[src/rtl/dispatch_issue_queue_pkg.sv]
// Shared pipeline types for the decode -> dispatch boundary: the decoded
// instruction record, the issue-count type and the default queue depth.
package pipeline_types;

    localparam int ISSUE_QUEUE_DEPTH = 8;
    localparam int REG_ADDR_W        = 5;

    typedef logic [1:0] issue_cnt_t;

    typedef struct packed {
        logic [15:0]                 payload;  // opcode/immediate carried through untouched
        logic [1:0]                  reg_read_en;
        logic [1:0][REG_ADDR_W-1:0]  reg_read_addr;
        logic                        reg_write_en;
        logic [REG_ADDR_W-1:0]       reg_write_addr;
        logic                        is_load;
        logic                        is_mem;
        logic                        is_branch;
        logic                        is_serial;
    } id_dispatch_t;

    function automatic issue_cnt_t lane_count(input logic [1:0] v);
        return issue_cnt_t'({1'b0, v[0]} + {1'b0, v[1]});
    endfunction

endpackage

[src/rtl/dispatch_issue_queue_issue_pair_check.sv]
// Pairing and load-use rules for the two head candidates of the issue queue.
// Purely combinational so the rules can be exercised in isolation.
module issue_pair_check
    import pipeline_types::*;
(
    input  logic [1:0]   cand_valid,
    input  id_dispatch_t cand [2],
    input  logic [1:0]   cur_issue_en,
    input  id_dispatch_t cur_issue_inst [2],
    output logic [1:0]   issue_en_next
);

    function automatic logic reads_reg(input id_dispatch_t inst, input logic [REG_ADDR_W-1:0] addr);
        return (inst.reg_read_en[0] && (inst.reg_read_addr[0] == addr)) ||
               (inst.reg_read_en[1] && (inst.reg_read_addr[1] == addr));
    endfunction

    function automatic logic writes_nonzero(input id_dispatch_t inst);
        return inst.reg_write_en && (inst.reg_write_addr != '0);
    endfunction

    logic [1:0] load_use;
    logic       raw_pair;
    logic       pair_ok;

    // A load sitting in the issue register has no result yet: its consumers wait one cycle.
    always_comb begin
        load_use = '0;
        for (int s = 0; s < 2; s++) begin
            for (int c = 0; c < 2; c++) begin
                if (cur_issue_en[s] && cur_issue_inst[s].is_load && writes_nonzero(cur_issue_inst[s]) &&
                    reads_reg(cand[c], cur_issue_inst[s].reg_write_addr)) begin
                    load_use[c] = 1'b1;
                end
            end
        end
    end

    assign raw_pair = writes_nonzero(cand[0]) && reads_reg(cand[1], cand[0].reg_write_addr);

    assign pair_ok = !load_use[1] && !raw_pair &&
                     !(cand[0].is_mem && cand[1].is_mem) &&
                     !cand[0].is_branch &&
                     !cand[0].is_serial && !cand[1].is_serial;

    assign issue_en_next[0] = cand_valid[0] && !load_use[0];
    assign issue_en_next[1] = issue_en_next[0] && cand_valid[1] && pair_ok;

endmodule

[src/rtl/dispatch_issue_queue.sv]
// Dual-issue in-order instruction queue between decode and dispatch: accepts up to
// two instructions per cycle and registers 0..2 head entries per cycle for issue.
module dispatch_issue_queue
    import pipeline_types::*;
#(
    parameter int DEPTH         = ISSUE_QUEUE_DEPTH,
    parameter int DECODER_WIDTH = 2,
    parameter int ISSUE_WIDTH   = 2
) (
    input  logic                     clk,
    input  logic                     rst,
    input  logic                     flush,
    input  logic                     stall,
    input  logic [DECODER_WIDTH-1:0] in_valid,
    input  id_dispatch_t             in_inst [DECODER_WIDTH],
    output logic                     in_ready,
    output logic                     pause_dispatch,
    output logic [ISSUE_WIDTH-1:0]   issue_en,
    output id_dispatch_t             issue_inst [ISSUE_WIDTH]
);

    localparam int IDX_W = $clog2(DEPTH);
    localparam int PTR_W = IDX_W + 1;

    logic [PTR_W-1:0] head;
    logic [PTR_W-1:0] tail;
    logic [PTR_W-1:0] count;
    id_dispatch_t     entries [DEPTH];

    logic [IDX_W-1:0] head_idx;
    logic [IDX_W-1:0] head1_idx;
    logic [IDX_W-1:0] tail_idx;
    logic [IDX_W-1:0] tail1_idx;
    logic             enq_fire;
    issue_cnt_t       enq_cnt;
    issue_cnt_t       deq_cnt;
    logic [1:0]       cand_valid;
    id_dispatch_t     cand [2];
    logic [1:0]       issue_en_next;

    // Enqueue handshake: lane l is accepted when in_valid[l] && in_ready && !flush.
    // in_ready never depends on in_valid; the decoder holds its lanes until in_ready.
    assign in_ready       = (count <= PTR_W'(DEPTH - 2));
    assign pause_dispatch = !in_ready;
    assign enq_fire       = in_ready && !flush;
    assign enq_cnt        = enq_fire ? lane_count(in_valid) : '0;

    assign head_idx  = head[IDX_W-1:0];
    assign head1_idx = head_idx + IDX_W'(1);
    assign tail_idx  = tail[IDX_W-1:0];
    assign tail1_idx = tail_idx + IDX_W'(1);

    assign cand_valid = {count >= PTR_W'(2), count != '0};
    assign cand[0]    = entries[head_idx];
    assign cand[1]    = entries[head1_idx];

    issue_pair_check u_pair_check (
        .cand_valid     (cand_valid),
        .cand           (cand),
        .cur_issue_en   (issue_en),
        .cur_issue_inst (issue_inst),
        .issue_en_next  (issue_en_next)
    );

    assign deq_cnt = (flush || stall) ? '0 : lane_count(issue_en_next);

    // Lanes are compacted: a lone lane 1 lands at tail.
    always_ff @(posedge clk) begin
        if (enq_fire) begin
            if (in_valid == 2'b10) begin
                entries[tail_idx] <= in_inst[1];
            end else begin
                if (in_valid[0]) entries[tail_idx]  <= in_inst[0];
                if (in_valid[1]) entries[tail1_idx] <= in_inst[1];
            end
        end
    end

    always_ff @(posedge clk or negedge rst) begin
        if (!rst) begin
            head  <= '0;
            tail  <= '0;
            count <= '0;
        end else if (flush) begin
            head  <= '0;
            tail  <= '0;
            count <= '0;
        end else begin
            head  <= head + PTR_W'(deq_cnt);
            tail  <= tail + PTR_W'(enq_cnt);
            count <= count + PTR_W'(enq_cnt) - PTR_W'(deq_cnt);
        end
    end

    always_ff @(posedge clk or negedge rst) begin
        if (!rst) begin
            issue_en <= '0;
            for (int s = 0; s < ISSUE_WIDTH; s++) issue_inst[s] <= '0;
        end else if (flush) begin
            issue_en <= '0;
            for (int s = 0; s < ISSUE_WIDTH; s++) issue_inst[s] <= '0;
        end else if (!stall) begin
            issue_en <= issue_en_next;
            for (int s = 0; s < ISSUE_WIDTH; s++) begin
                issue_inst[s] <= issue_en_next[s] ? cand[s] : '0;
            end
        end
    end

endmodule

[config.mk]
export PLATFORM = sky130hd
export DESIGN_NAME = dispatch_issue_queue
export DESIGN_NICKNAME = d
export VERILOG_FILES = /design/src/rtl/dispatch_issue_queue_pkg.sv /design/src/rtl/dispatch_issue_queue_issue_pair_check.sv /design/src/rtl/dispatch_issue_queue.sv
export SDC_FILE = /design/constraint.sdc
export NUM_CORES = 1
export LEC_CHECK = 0
export ABC_CLOCK_PERIOD_IN_PS = 13700
export CORE_MARGIN = 4
export CORE_UTILIZATION = 64
export CTS_CLUSTER_SIZE = 14
export DETAILED_ROUTE_END_ITERATION = 6
export PLACE_DENSITY_LB_ADDON = 0.3
export SLEW_MARGIN = 10
export SYNTH_ARGS = -nofsm -noshare
export SYNTH_HDL_FRONTEND = slang
export SYNTH_HIERARCHICAL = 1
export SYNTH_SLANG_ARGS = --single-unit
[constraint.sdc]
create_clock -name clk -period 13.7 [get_ports clk]
set_input_delay 2.055 -clock clk [delete_from_list [all_inputs] [get_ports clk]]
set_output_delay 2.055 -clock clk [all_outputs]
set_load 0.01 [all_outputs]
==> metrics.md <==
| Metric | Value |
|---|---|
| Status | `completed` |
| Hold_ws | `465.0 ps` |
| Worst Tran Pin Value | `1264 ps` |
| Root Buffer Master | `clkbuf_16` |
| Gpl congestion | `0.9083` |
| Critical R2R Launch | `head[0]$_DFF_PN0_` |
| # setup viols final | `0` |
| Register area | `11330 um2` |
| Lkg Pwr | `9.003 nW` |
| Drt wl/cell | `29.59 um` |
| Nets | `1710` |
| Post-DP HPWL | `35250 um` |
| Cells after synthesis | `1497` |
| Cell Chain, Critical Path | `ha_4, buf_4, mux4_2, mux2_2, xor2_1, nor4_1, nand3_1, a21oi_1, nor2_1, and3_1, ha_1, and2_1, fa_1, inv_1, ha_1, a21o_1, a21oi_1, xnor2_1, nor2_1` |
| Layout area overhead | `15.10%` |
| Final setup TNS | `0 ps` |
| Vias post-DR | `14630` |
| Pwr/cell area | `149.3 nW/um2` |
| Syn_nets | `1596` |
| Mean post-synth cell area | `14.72 um2` |
| Initial Utilization | `65.22%` |
| Die width | `193.6 um` |
| Crit Path Class | `flop to flop` |
| Mapped Area | `22030 um2` |
| Crit-path slowest cell | `dfrtp_4` |
| Clock Sinks | `392` |
| Fin crit share | `45.12%` |
| Pins Over Slew Limit | `0` |
| First-pass GRT wire length | `92780 um` |
| DRT Wirelength | `61930 um` |
| Slew HR | `15.74%` |
| Hold depth | `2` |
| I/O Buffers | `161` |
| Gates resized, CTS repair | `0` |
| Max_cap viols | `0` |
| Worst r2r dst | `count[3]$_DFF_PN0_` |
| Peak VDD IR | `0.00009886 V` |
| HP Start | `issue_inst[10]$_DFFE_PN0P_` |
| Hold/Removal Path Class | `flop to flop` |
| DRC Markers | `0` |
| Worst r2r path cells | `19` |
| CTS tree | `built` |
| Post-route ant nets | `0` |
| Critical path data arrival time | `6570 ps` |
| Startpoint Class | `flop` |
| Hold violation count in the final report | `0` |
| Num ports | `162` |
| Clock latency on the worst-skew pair | `540 ps` |
| Req. time, crit path | `14090 ps` |
| Core area | `33780 um2` |
| Die H | `193.6 um` |
| Clock transition at path regs | `60 ps` |
| Fin crit period | `6181 ps` |
| Hold EP | `issue_inst[10]$_DFFE_PN0P_` |
| Worst Path Max Fanout | `54` |
| Largest net degree at the start of global routing | `78` |
| DR pass1 iterations | `6` |
| Highest clock rate | `0.1618 GHz` |
| Initial DRC Count | `1749` |
| CTS H-tree lvls | `2` |
| Post-CTS Setup Bufs | `0` |
| CTS buffer count | `42` |
| Element type at the critical path end | `flop` |
| Fillers | `2034` |
| Tot Pwr | `3.788 mW` |
| Initial antenna violation count | `4` |
| Total Routing Usage GR | `32.19%` |
| Vias in the first global route | `15220` |
| Max Clock Skew | `10.97 ps` |
| Die footprint | `37460 um2` |
| GRT overflow | `0` |
| R2R setup slack | `7520 ps` |
| Post-CTS Hold Buffers | `0` |
| Fraction of layout cells with a size suffix above 1 | `35.83%` |
| Slowest stage delay, CP | `1000 ps` |
| Drt via density | `6.989` |
| Deepest clock path buffer count | `3` |
| Yosys warning total | `6` |
| Row cnt | `67` |
| Area of the multi-input gates | `10140 um2` |
| RSZ-0062 raised after global routing | `no` |
area by class of cell:
class / count / share of cell area [%]
well taps: 448 / 2.210
diodes: 1 / 0.009867
inverters: 13 / 0.1924
flip-flops and latches: 392 / 44.69
multi-input cells: 971 / 39.98
clock buffers: 61 / 4.943
clock inverters: 16 / 0.7449
repair buffers: 191 / 7.232
report_power, final:
part           internal (mW)  switching (mW)
clock network          0.711           0.473
logic                  0.561           0.570
registers               1.39          0.0832
worst max-delay path: cells and delay by family, from the launching register on:
kind | cells | cell delay (ps)
AO/OA/AOI/OAI | 3 | 500
XOR/XNOR | 2 | 340
adder cells (fa/ha/maj) | 4 | 1610
buffers and inverters | 2 | 690
flip-flops | 1 | 1000
multiplexers | 2 | 760
AND/OR/NAND/NOR | 6 | 1040
per-layer routing:
layer	track usage (%)	share of wire [%]	up-vias
met1	43.53	38	7374
met2	52.33	48	888
met3	6.053	10	224
met5	0	0.076	-
met4	12.67	4.3	6
li1	-	-	6135
worst max-delay path by stage:
stage,endpoint,start,slack (ps)
after floorplan,entries[5][0]$_DFFE_PP_,in_valid[0],8740
after global placement,count[3]$_DFF_PN0_,head[0]$_DFF_PN0_,7820
after detailed placement,count[3]$_DFF_PN0_,head[0]$_DFF_PN0_,7630
after CTS,count[3]$_DFF_PN0_,head[0]$_DFF_PN0_,7580
after global routing,count[3]$_DFF_PN0_,head[0]$_DFF_PN0_,7270
final,count[3]$_DFF_PN0_,head[0]$_DFF_PN0_,7520
through the flow:
| stage | util (%) | cell area [um2] | setup slack [ps] | instances |
|---|---|---|---|---|
| 6_report | 75.07 | 25360 | 7519 | 2093 |
| 5_1_grt | 75.07 | 25360 | 7267 | 2093 |
| 4_1_cts | 75.06 | 25360 | 7583 | 2092 |
| 3_5_place_dp | 70.79 | 23920 | 7626 | 2015 |
| 3_3_place_gp | 70.79 | 23920 | 7824 | 2015 |
| 2_1_floorplan | - | 22030 | 8742 | 1497 |
cell usage in the layout, fill, tap and decap left out, types with 5 or more instances in the layout:
master	instances
dfrtp_1	87
o22ai_1	38
inv_1	13
nor4_1	10
clkbuf_8	11
a22oi_1	40
xnor2_1	14
mux2_2	341
edfxtp_1	304
nand3_1	13
mux2_4	40
nand2_1	86
mux2i_1	71
clkinv_2	6
nor2b_1	13
clkdlybuf4s50_1	160
a21oi_1	7
a221oi_1	33
xor2_1	42
nor2_4	9
a211oi_1	12
a21oi_4	5
buf_4	31
clkbuf_1	7
nor2_1	18
a22o_1	38
mux2_1	13
ha_1	12
clkbuf_16	43
mux4_2	76
registers in the layout (all words and copies together) (netlist names):
register,count
count,4
head,3
issue_inst,76
entries,304
tail,3
issue_en,2
No activity file was read; power rests on OpenSTA's default activity.
